[src/rtl/shift_pkg.sv]
// ============================================================================
// Module      : shift_pkg
// Description : Shared definitions for the shift sequencer: FSM state
//               encoding, per-step shift distances and default widths.
//               The optional right-shift build is enabled by defining
//               SHIFT_SEQ_RIGHT_EN.
// Revision    : 1.0 - initial release
// ============================================================================
`default_nettype none

package shift_pkg;

  // Default operand width and shift-amount width.
  localparam int DEF_WIDTH = 16;
  localparam int DEF_AMT_W = 4;

  // Distances covered by one coarse and one fine shift step.
  localparam int STEP_BIG   = 4;
  localparam int STEP_SMALL = 1;

  // Sequencer states.
  typedef enum logic [1:0] {
    IDLE  = 2'd0,
    SHIFT = 2'd1,
    DONE  = 2'd2
  } shift_state_e;

  // Number of bit positions one step consumes.
  function automatic int step_len(input logic big);
    return big ? STEP_BIG : STEP_SMALL;
  endfunction

endpackage : shift_pkg

`default_nettype wire

[src/rtl/shift_step.sv]
// ============================================================================
// Module      : shift_step
// Description : Combinational single-step shifter. Moves the value by either
//               STEP_BIG or STEP_SMALL positions, left or logical right, with
//               zero fill. Bits moved past either end are discarded.
// Revision    : 1.0 - initial release
// ----------------------------------------------------------------------------
// Ports
//   value    in  WIDTH  value to shift
//   big      in  1      1 = coarse step (STEP_BIG), 0 = fine step (STEP_SMALL)
//   dir      in  1      0 = left, 1 = logical right
//   shifted  out WIDTH  shifted value
// ============================================================================
`default_nettype none

module shift_step
  import shift_pkg::*;
#(
  parameter int WIDTH = DEF_WIDTH
) (
  input  logic [WIDTH-1:0] value,
  input  logic             big,
  input  logic             dir,
  output logic [WIDTH-1:0] shifted
);

  logic [WIDTH-1:0] w_left;
  logic [WIDTH-1:0] w_right;

  always_comb begin
    w_left  = big ? (value << STEP_BIG) : (value << STEP_SMALL);
    w_right = big ? (value >> STEP_BIG) : (value >> STEP_SMALL);
    shifted = dir ? w_right : w_left;
  end

endmodule : shift_step

`default_nettype wire

[src/rtl/shift_sequencer.sv]
// ============================================================================
// Module      : shift_sequencer
// Description : Multi-cycle barrel-free shifter. An accepted start loads the
//               operand and shift amount, then one step per cycle shifts by
//               4 while at least 4 positions remain, otherwise by 1. A
//               one-cycle done pulse marks the result. Starts arriving while
//               busy (including the done cycle) are ignored.
//               Optional build: define SHIFT_SEQ_RIGHT_EN to add the dir
//               port selecting a logical right shift.
// Revision    : 1.0 - initial release
// ----------------------------------------------------------------------------
// Ports
//   clk    in  1      clock, rising edge
//   reset  in  1      asynchronous active-high reset
//   start  in  1      shift request, accepted only while idle
//   a      in  WIDTH  operand, sampled on accepted start
//   amt    in  AMT_W  shift amount, sampled on accepted start
//   dir    in  1      (SHIFT_SEQ_RIGHT_EN only) 0 = left, 1 = logical right
//   busy   out 1      high while shifting or presenting the result
//   done   out 1      one-cycle pulse, r holds the finished result
//   r      out WIDTH  result register, held while idle
// ============================================================================
`default_nettype none

module shift_sequencer
  import shift_pkg::*;
#(
  parameter int WIDTH = DEF_WIDTH,
  parameter int AMT_W = DEF_AMT_W
) (
  input  logic             clk,
  input  logic             reset,
  input  logic             start,
  input  logic [WIDTH-1:0] a,
  input  logic [AMT_W-1:0] amt,
`ifdef SHIFT_SEQ_RIGHT_EN
  input  logic             dir,
`endif
  output logic             busy,
  output logic             done,
  output logic [WIDTH-1:0] r
);

  // State encodings mirrored from the package enum as plain constants.
  localparam logic [1:0] c_st_idle  = IDLE;
  localparam logic [1:0] c_st_shift = SHIFT;
  localparam logic [1:0] c_st_done  = DONE;

  logic [1:0]       r_state;
  logic [AMT_W-1:0] r_cnt;
  logic [WIDTH-1:0] r_result;

  logic             w_big;
  logic [AMT_W-1:0] w_cnt_next;
  logic [WIDTH-1:0] w_stepped;
  logic             w_dir;

`ifdef SHIFT_SEQ_RIGHT_EN
  // Direction is captured with the operand so a change on the input pin
  // mid-operation cannot flip the shift direction.
  logic r_dir;

  always_ff @(posedge clk or posedge reset) begin
    if (reset) begin
      r_dir <= 1'b0;
    end else if (r_state == c_st_idle && start) begin
      r_dir <= dir;
    end
  end

  assign w_dir = r_dir;
`else
  assign w_dir = 1'b0;
`endif

  // Coarse step whenever at least STEP_BIG positions remain. The count is
  // widened before comparing so the test stays correct for narrow AMT_W.
  assign w_big      = (32'(r_cnt) >= 32'(STEP_BIG));
  assign w_cnt_next = r_cnt - AMT_W'(step_len(w_big));

  shift_step #(
    .WIDTH (WIDTH)
  ) u_step (
    .value   (r_result),
    .big     (w_big),
    .dir     (w_dir),
    .shifted (w_stepped)
  );

  always_ff @(posedge clk or posedge reset) begin
    if (reset) begin
      r_state  <= c_st_idle;
      r_cnt    <= '0;
      r_result <= '0;
    end else begin
      case (r_state)
        c_st_idle: begin
          if (start) begin
            r_result <= a;
            r_cnt    <= amt;
            // A zero amount has nothing to shift: go straight to DONE.
            r_state  <= (amt != '0) ? c_st_shift : c_st_done;
          end
        end
        c_st_shift: begin
          r_result <= w_stepped;
          r_cnt    <= w_cnt_next;
          // Leave on the step that consumes the last position, so no
          // idle SHIFT cycle with a zero count is ever spent.
          if (w_cnt_next == '0) begin
            r_state <= c_st_done;
          end
        end
        c_st_done: begin
          r_state <= c_st_idle;
        end
        default: begin
          r_state <= c_st_idle;
        end
      endcase
    end
  end

  assign busy = (r_state != c_st_idle);
  assign done = (r_state == c_st_done);
  assign r    = r_result;

endmodule : shift_sequencer

`default_nettype wire
[config.mk]
export PLATFORM = sky130hd
export DESIGN_NAME = shift_sequencer
export DESIGN_NICKNAME = d
export VERILOG_FILES = /design/src/rtl/shift_pkg.sv /design/src/rtl/shift_step.sv /design/src/rtl/shift_sequencer.sv
export SDC_FILE = /design/constraint.sdc
export NUM_CORES = 1
export LEC_CHECK = 0
export CORE_ASPECT_RATIO = 1.5
export CORE_MARGIN = 3
export CORE_UTILIZATION = 52
export CTS_CLUSTER_DIAMETER = 80
export DETAILED_ROUTE_END_ITERATION = 6
export PLACE_DENSITY = 0.84
export SLEW_MARGIN = 10
export SYNTH_ARGS = -nofsm -noshare
export SYNTH_HDL_FRONTEND = slang
export SYNTH_HIERARCHICAL = 1
export SYNTH_SLANG_ARGS = --single-unit
export TNS_END_PERCENT = 30
[constraint.sdc]
create_clock -name clk -period 5.4 [get_ports clk]
set_clock_uncertainty 0.15 [all_clocks]
set_input_delay 0.81 -clock clk [delete_from_list [all_inputs] [get_ports clk]]
set_output_delay 0.81 -clock clk [all_outputs]
set_load 0.02 [all_outputs]
; Word-level counts from Yosys, hierarchy flattened
; Cells that the tools add are included.
[classes]
n_bitwise = 0
n_eq_ne = 4
shift = 0
div = 0
n_addsub = 1
n_mux = 10
reduce_logical = 7
n_lt_le_gt_ge = 1
mul = 0
[ops]
columns = cell, n
row1 = two-way mux 16 bit, 2
row2 = case mux 16 bit (2 select lines), 1
row3 = case mux 4 bit (2 select lines), 1
row4 = two-way mux 2 bit, 3
row5 = "greater-or-equal comparator 4 x 3 -> 1 bit, second input constant", 1
row6 = logical NOT 4 bit, 1
row7 = two-way mux 4 bit, 1
row8 = "inequality test 2 bit, second input constant", 2
row9 = case mux 2 bit (2 select lines), 1
row10 = AND reduction 2 bit, 2
row11 = nonzero test 2 bit, 2
row12 = nonzero test 4 bit, 1
row13 = subtractor 4 x 3 -> 4 bit, 1
row14 = two-way mux 3 bit, 1
row15 = "equality test 2 x 1 -> 1 bit, second input constant", 1
row16 = "equality test 2 bit, second input constant", 1
row17 = logical NOT 2 bit, 1
[totals]
ram_bits = 0
output_inout_bits = 18
reg_bits = 22
mem_count = 0
rom_bits = 0
inputBits = 23
elab_cells = 26
latch_bits = 0

; Depth between registers and ports, before layout
; Gate-level depths: netlist of the first run.
[logic_depth]
depth_word = 6
mapped_depth = 8
depth_no_buf = 6

; Hierarchy
; The synthesis of the first run kept the hierarchy.
[modules_own_cells]
columns = mod, seq_area_each_um2, cells_each, area_per_inst_um2, n_inst
row1 = shift_sequencer, 550.5, 117, 1183.6, 1
row2 = shift_step, 0.0, 34, 397.9, 1

; Worst setup path after synthesis of the first run
; No wires, ideal clock.
[synth_path]
path_kind = reg2out
startpoint = register r_state[0]
endpoint = output busy
arrival_ns = 0.809
path_buffers = 1
setup_slack_ns = 3.631
stages_incl_launch_ff = 3
required_time_ns = 4.440
cell_sequence = dfrtp_1 > buf_6 > or2_2
[synth_between]
elab_chain_len = 1
[synth_rtl]
columns = element, line
row1 = "start, declared", shift_sequencer.sv:49  ; logic [1:0] r_state;
row2 = "start signal, assigned", shift_sequencer.sv:92  ; r_state <= c_st_idle;
row3 = "start signal, assigned", shift_sequencer.sv:102  ; r_state <= (amt != '0) ? c_st_shift : c_st_done;
row4 = "start signal, assigned", shift_sequencer.sv:111  ; r_state <= c_st_done;
row5 = nonzero test 2 bit, shift_sequencer.sv:124  ; assign busy = (r_state != c_st_idle);
row6 = "end, declared", shift_sequencer.sv:39  ; output logic busy,
; No other way between the ends.

; Worst setup path in the final report of the first run
; Ends and elaborated chain as after synthesis.

==> results.cfg, run 1 <==
[floorplanning]
core_mm2 = 0.00279
initial_core_util_pct = 56.7
pin_count = 41
die_y_um = 73.5
placementRows = 23
dieArea_mm2 = 0.00375
die_w_um = 51.0

[cells_and_area]
final_common_cell = clkdlybuf4s50_1
area_growth_pct = 25.6
diodes = 0
multi_input_area_um2 = 912
layout_common_cells = 40 x clkdlybuf4s50_1, 24 x mux2i_1, 22 x nand2_1, 22 x dfrtp_1, 19 x o21ai_0
fillers = 231
regArea_um2 = 551
nNetsFinal = 212
finalCoreUtilization_pct = 71.2
final_layout_size_suffix_gt1_share_pct = 10.2

[setup_path]
cp_slowest_cell = clkdlybuf4s50_1
required_ns = 4.44
crit_type = flop to output port
critPathMaxFanout = 10
cpPeakStageDelay_ns = 0.54
worstPathArrival_ns = 1.62
end_kind = output port
crit_path_start_kind = flop
crit_chain = or2_2, clkdlybuf4s50_1

[synth]
synth-seq-cells = 22
synth_ff_type = dfrtp_1
synth_area_mm2 = 0.00158
async_reset_ff_share_pct = 100
yosysSeqAreaShare_pct = 34.8
synth.distinct_cells = 39
yosys_warnings = 6
syn_area_per_cell_um2 = 10.5
postSynthCellCount = 151
synth_edf_count = 0

[sta]
hold_violations = 0
worstMarginPinSlew_ns = 0.856
tns_ns = 0
final_max_slew_viol_count = 0
setup_viol = 0
period_minus_slack_ns = 2.58
max_freq_ghz = 0.388
relSlewSlack_pct = 42.9
rsz0062_at_grt = false
post-route-period-util_pct = 47.7

[drt]
ant_nets = 0
via_per_inst = 5.67
wl_um = 3610
firstDrtPassIters = 4
wl_per_cell_um = 16.2
num_vias = 1264
drt_iter0_markers = 57
drc = 0

[clock_tree]
cts_resized = 0
clockBufferDepth = 2
cts_root_buffer = clkbuf_8
holdBufCountCts = 0
clock-sinks = 22
path_clk_slew_ns = 0.07
cts_max_level = 1
cts_tree = done
clk_latency_ns = 0.27
post_cts_buffers = 0
cts_buffers = 3

[place]
port_buffers = 40
place_hpwl_um = 2630
routabilityCongestion = 0.823

[power_and_ir_drop]
ir_drop_mv = 0.333
p_leak_nw = 0.859
powerDensity_mw_per_mm2 = 617

[global_route]
grt_pass1_vias = 1294
grt_max_degree = 38
gr-total-overflow = 0
gr-usage-all-layers_pct = 21.4
grt_pass1_wl_um = 6040
antenna_found_initial = 0

[outcome]
status = finished clean

[job]
maxCapViolations = 0

[min_path]
hold_path.class = flop to flop
==> cells by family after synthesis <==
family,Yosys count,share of synthesized area [%]
compound gates,32,13.0
xor+xnor,1,0.554
fa+ha+maj,2,1.58
buf+inv,16,7.75
flops,22,34.8
mux,34,28.7
other cells,1,0.237
simple gates,43,13.4
==> registers in the layout (all words and copies together), names as in the netlist <==
| name | cells |
|---|---|
| r_state | 2 |
| r | 16 |
| r_cnt | 4 |
==> power by group <==
part           internal (mW)  total (mW)  switching (mW)
sequential             0.247       0.365           0.119
combinational          0.383       0.740           0.357
clock                 0.0651       0.120          0.0547
==> worst max-delay path: cells and delay by family, from the launching register on <==
kind / cells / cell delay (ns)
AND/OR/NAND/NOR: 1 / 0.32
flip-flops: 1 / 0.50
buffers and inverters: 1 / 0.54
==> through the flow <==
step,area [µm²],setup WS (ns),instances,power (mW),hold WS (ns)
after global placement,1930,2.94,219,1.09,0.350
after detailed placement,1930,2.87,219,1.11,0.373
final,1990,2.82,223,1.23,0.391
after global routing,1990,2.74,223,1.32,0.434
after floorplan,1590,3.63,152,0.923,0.328
after CTS,1990,2.81,223,1.23,0.393
==> cells in the mapped netlist (all sizes together), types with 2 or more instances <==
cell type | n | area, µm²
buf | 9 | 96.3
dfrtp | 22 | 551
ha | 2 | 25.0
inv | 6 | 22.5
mux2 | 2 | 26.3
mux2i | 24 | 240
mux4 | 8 | 188
nand2 | 22 | 82.6
nand2b | 4 | 32.5
nand3b | 2 | 15.0
nor2 | 8 | 30.0
nor3 | 3 | 15.0
o21ai | 22 | 121
==> final cells by class <==
class / instances / share of cell area [%]
clock buffers: 4 / 2.77
inverters: 6 / 1.13
multi-input cells: 114 / 45.9
flip-flops and latches: 22 / 27.7
well taps: 37 / 2.33
repair buffers: 40 / 20.2
==> path summary, 6_finish.rpt <==
path / startpoint / to / slack (ns) / cells after the start
max in group asynchronous: reset / r_state[1] / 3.71 / 2
max: r_state[0] / busy / 2.82 / 2
max reg2reg: r_cnt[2] / r[5] / 3.06 / 5
min in group asynchronous: reset / r[8] / 0.86 / 2
min: r[0] / r[0] / 0.39 / 2
min reg2reg: r[0] / r[0] / 0.39 / 2
==> metal layers <==
layer,wire [µm],track usage (%)
met4,109,11.4
met5,0,0
met2,1940,36.4
met3,164,2.43
met1,1400,26.1
No activity file was read; power rests on OpenSTA's default activity.
==> inputs of run 2 (changes only) <==
--- a/config.mk
+++ b/config.mk
@@ -7,10 +7,10 @@
 export LEC_CHECK = 0
 export CORE_ASPECT_RATIO = 1.5
 export CORE_MARGIN = 3
-export CORE_UTILIZATION = 52
+export CORE_UTILIZATION = 44
 export CTS_CLUSTER_DIAMETER = 80
 export DETAILED_ROUTE_END_ITERATION = 6
-export PLACE_DENSITY = 0.84
+export PLACE_DENSITY = 0.76
 export SLEW_MARGIN = 10
 export SYNTH_ARGS = -nofsm -noshare
 export SYNTH_HDL_FRONTEND = slang
==> constraint.sdc (replaced) <==
create_clock -name clk -period 2.15 [get_ports clk]
set_clock_uncertainty 0.15 [all_clocks]
set_input_delay 0.3225 -clock clk [delete_from_list [all_inputs] [get_ports clk]]
set_output_delay 0.3225 -clock clk [all_outputs]
set_load 0.02 [all_outputs]
==> run 2 against run 1 <==
Setup slack got worse by 2.8 ns. Die area is 16% higher. Sequential share of layout area is 0.56 points lower. Sequential cell count unchanged. Non-clock buffer count rose by 3. Wire length is 2.7% higher. Cell area grew 2.1%. Hold slack got worse by 0.15 ns. Largest cell class unchanged. Largest power group unchanged.
==> results.cfg, run 2 (synthesis gave the netlist of run 1 again) <==
[cells_and_area]
finalCoreUtilization_pct = 59.4
final_area_mm2 = 0.00203
area_growth_pct = 28.2
final_layout_size_suffix_gt1_share_pct = 11.6
layout_common_cells = 40 x clkdlybuf4s50_1, 24 x mux2i_1, 22 x nand2_1, 22 x dfrtp_1, 19 x o21ai_0
largest_reg_flops = 16
diodes = 0
final_common_cell = clkdlybuf4s50_1
fillers = 299
nNetsFinal = 215

[power_and_ir_drop]
powerDensity_mw_per_mm2 = 1550
p_comb_share_pct = 61.4
p_int_mw = 1.79
p_leak_nw = 0.879
seq_power_share_pct = 29.3
ir_drop_mv = 0.969
finalPower_mw = 3.14
clkPwrFrac_pct = 9.4
power_switching_share_pct = 42.9
p_switching_mw = 1.35

[floorplanning]
die_y_um = 79.4
dieArea_mm2 = 0.00436
initial_core_util_pct = 46.3
core_mm2 = 0.00342
die_w_um = 55.0
placementRows = 26
pin_count = 41

[place]
place_hpwl_um = 2780
dpl-instance-area_mm2 = 0.00197
port_buffers = 40
routabilityCongestion = 0.848

[clock_tree]
path_clk_slew_ns = 0.08
cts_tree = done
holdBufCountCts = 0
post_cts_buffers = 0
cts_buffers = 3
clk_latency_ns = 0.26
cts_resized = 0
clockBufferDepth = 2
cts_root_buffer = clkbuf_8
cts_max_level = 1
clock-sinks = 22

[sta]
period_minus_slack_ns = 2.09
final_max_slew_viol_count = 0
rsz0062_at_grt = false
setup_viol = 0
hold_violations = 0
post-route-period-util_pct = 97.2
tns_ns = 0
fin_hold_ws_ns = 0.242
max_freq_ghz = 0.479

[setup_path]
end_kind = output port
cp_slowest_cell = clkdlybuf4s50_1
worstPathArrival_ns = 1.62
crit_chain = or2_2, clkdlybuf4s50_1
r2r-end = r_state[0]
reg2reg_depth = 6
crit_path_start_kind = flop
regToRegStartpoint = r_cnt[3]
required_ns = 1.68
crit_type = flop to output port
cp_top_family = buffers and inverters
r2r_slack_ns = 0.28
cpPeakStageDelay_ns = 0.54
crit_buf_inv = 1
critPathMaxFanout = 10

[drt]
firstDrtPassIters = 4
via_per_inst = 5.55
wl_per_cell_um = 16.0
drc = 0
ant_nets = 0
drt_iter0_markers = 52
num_vias = 1281
wl_um = 3710

[global_route]
grt_max_degree = 37
grt_pass1_wl_um = 6070
gr-usage-all-layers_pct = 18.9
antenna_found_initial = 0
grt_pass1_vias = 1312
gr-total-overflow = 0

[min_path]
hold_path.class = input port to async pin

[job]
maxCapViolations = 0

[outcome]
status = finished clean
[run 2: worst min-delay path, delay by kind of cell]
family                 cells  cell delay [ns]
buffers and inverters      3             0.72
[run 2: worst max-delay path by stage]
stage | from | to | slack [ns] | cells past startpoint
after floorplan | r_cnt[2] | r[11] | 0.42 | 6
after global placement | r_cnt[2] | r_state[0] | 0.37 | 6
after detailed placement | r_cnt[3] | r_state[0] | 0.30 | 6
after CTS | r_state[0] | busy | 0.05 | 2
after global routing | r_state[0] | busy | 0.005 | 2
final | r_state[0] | busy | 0.06 | 2
[run 2: stage by stage]
step	std cells	setup slack (ns)
after CTS	231	0.0486
after floorplan	152	0.416
after global routing	231	0.00534
after detailed placement	227	0.299
after global placement	227	0.366
final	231	0.0603
[run 2: cell type report]
type,count,area (µm²),area share (%)
timing repair buffer,43,435,21.5
sequential,22,551,27.1
clock buffer,4,55.1,2.71
tap,42,52.6,2.59
multi-input combinational,114,912,45.0
inverter,6,22.5,1.11
[run 2: per-layer routing]
layer	vias to the layer above	wire length [µm]	global-route usage [%]
met5	-	0	0
met4	0	55	6.81
met3	6	185	3.55
met2	42	1930	31.6
met1	615	1540	23.2
li1	618	-	-
[run 2: power by group through the flow]
stage | clock network (mW) | registers (mW) | logic (mW)
after global routing | 0.328 | 0.948 | 2.09
after CTS | 0.306 | 0.911 | 1.94
after floorplan | 0 | 0.986 | 1.33
final | 0.293 | 0.918 | 1.92
after detailed placement | 0 | 0.916 | 1.93
after global placement | 0 | 0.906 | 1.88
==> inputs of run 3 (changes only) <==
--- a/config.mk
+++ b/config.mk
@@ -10,6 +10,7 @@
 export CORE_UTILIZATION = 44
 export CTS_CLUSTER_DIAMETER = 80
 export DETAILED_ROUTE_END_ITERATION = 6
+export GPL_TIMING_DRIVEN = 0
 export PLACE_DENSITY = 0.76
 export SLEW_MARGIN = 10
 export SYNTH_ARGS = -nofsm -noshare
==> run 3 against run 2 <==
Clock-buffer cell count did not move. Combinational power rose by 9.9%. Core utilization rose by 1.9 points. Critical path type unchanged. Setup slack improved by 0.035 ns. First-iteration DRC count fell by 13%. Non-clock buffer count rose by 7. Critical path depth rose by 1. Register-to-register slack got worse by 0.07 ns. Sequential power fell by 2%. Clock power rose by 2%. Global-route usage rose by 1.9 points.
==> results.cfg, run 3 (synthesis gave the netlist of run 1 again) <==
[global_route]
gr-total-overflow = 0
grt_pass1_wl_um = 6800
antenna_found_initial = 0
grt_pass1_vias = 1414
grt_max_degree = 23
use_met3_pct = 2.24
top_usage_layer = met2
met1_usage_pct = 28.0
gr-usage-all-layers_pct = 20.8
met2_usage_pct = 35.4

[drt]
ant_nets = 0
firstDrtPassIters = 4
via_per_inst = 5.59
num_vias = 1330
wl_um = 4120
wl_per_cell_um = 17.3
drc = 0
drt_iter0_markers = 45

[place]
routabilityCongestion = 0.800
port_buffers = 40
dp_worst_setup_slack_ns = 0.123
place_hpwl_um = 3090

[sta]
relSlewSlack_pct = 43.5
worstMarginPinSlew_ns = 0.847
hold_violations = 0
setup_viol = 0
max_freq_ghz = 0.487
period_minus_slack_ns = 2.06
tns_ns = 0
post-route-period-util_pct = 95.6
timing.final.ws_setup_ns = 0.0948
rsz0062_at_grt = false
final_max_slew_viol_count = 0

[setup_path]
worstPathArrival_ns = 1.58
critPathMaxFanout = 10
crit_type = flop to output port
r2r_slack_ns = 0.21
required_ns = 1.68
crit_path_start_kind = flop
end_kind = output port

[clock_tree]
holdBufCountCts = 0
clockBufferDepth = 2
cts_tree = done
cts_max_level = 1
clk_latency_ns = 0.26
clock-sinks = 22
cts_buffers = 3
cts_root_buffer = clkbuf_8
post_cts_buffers = 0
cts_resized = 0
path_clk_slew_ns = 0.08

[cells_and_area]
final_layout_size_suffix_gt1_share_pct = 14.3
layout_common_cells = 40 x clkdlybuf4s50_1, 24 x mux2i_1, 22 x nand2_1, 22 x dfrtp_1, 19 x o21ai_0
largest_reg_flops = 16
regArea_um2 = 551
multi_input_area_um2 = 912
final_common_cell = clkdlybuf4s50_1
area_growth_pct = 32.4
fillers = 288
nNetsFinal = 222
diodes = 0

[floorplanning]
dieArea_mm2 = 0.00436
pin_count = 41
core_mm2 = 0.00342
die_w_um = 55.0
initial_core_util_pct = 46.3
placementRows = 26
die_y_um = 79.4

[power_and_ir_drop]
ir_drop_mv = 1.05
power_switching_share_pct = 42.9
clkPwrFrac_pct = 9.1
seq_power_share_pct = 27.3
powerDensity_mw_per_mm2 = 1580
p_leak_nw = 0.917
p_comb_share_pct = 63.6
p_switching_mw = 1.42
p_int_mw = 1.89

[job]
maxCapViolations = 0

[min_path]
hold_path.class = input port to async pin

[outcome]
status = finished clean
## run 3: changes by cell type in the layout (fill, tap and decap cells not counted), sizes merged
cell | previous run | this run
clkbuf | 4 | 5
buf | 3 | 9
## run 3: path summary, 6_finish.rpt
kind,end,startpoint,depth (start not counted)
hold / removal,r_cnt[3],reset,2
min in group clk,r[0],r[0],2
max in group asynchronous,r[6],reset,2
hold reg to reg,r[0],r[0],2
setup reg to reg,r[8],r_cnt[2],6
setup / recovery,busy,r_state[0],3
## run 3: worst max-delay path, stage by stage (launching register included)
cell,delay [ns]
dfrtp_1,0.38
buf_6,0.14
or2_2,0.27
clkdlybuf4s50_1,0.54
## run 3: per-layer routing
| layer | vias to the layer above | share of wire (%) |
|---|---|---|
| met3 | 0 | 4.8 |
| li1 | 635 | - |
| met4 | 0 | 0 |
| met1 | 655 | 42 |
| met2 | 40 | 54 |
| met5 | - | 0 |
## run 3: power groups by stage
stage / sequential, mW / combinational, mW / clock (mW)
CTS: 0.903 / 2.11 / 0.306
floorplan: 0.986 / 1.33 / 0
global placement: 0.895 / 2.05 / 0
detailed placement: 0.906 / 2.10 / 0
global route: 0.936 / 2.29 / 0.325
finish: 0.904 / 2.11 / 0.300
## run 3: layout make-up
type                    instances  area share (%)
repair buffers                 40            19.1
clock buffers                   4            2.63
well taps                      42            2.51
inverters                       6            1.08
plain buffers                  10            4.78
flip-flops and latches         22            26.3
multi-input cells             114            43.6
## run 3: metrics by stage
step	utilization (%)	cells	instance area [µm²]	total power, mW	hold slack [ns]
finish	61.3	238	2090	3.31	0.379
CTS	61.3	238	2090	3.32	0.385
detailed placement	59.7	234	2040	3.01	0.366
global placement	59.7	234	2040	2.95	0.355
global route	61.3	238	2090	3.55	0.424
floorplan	-	152	1590	2.32	0.162
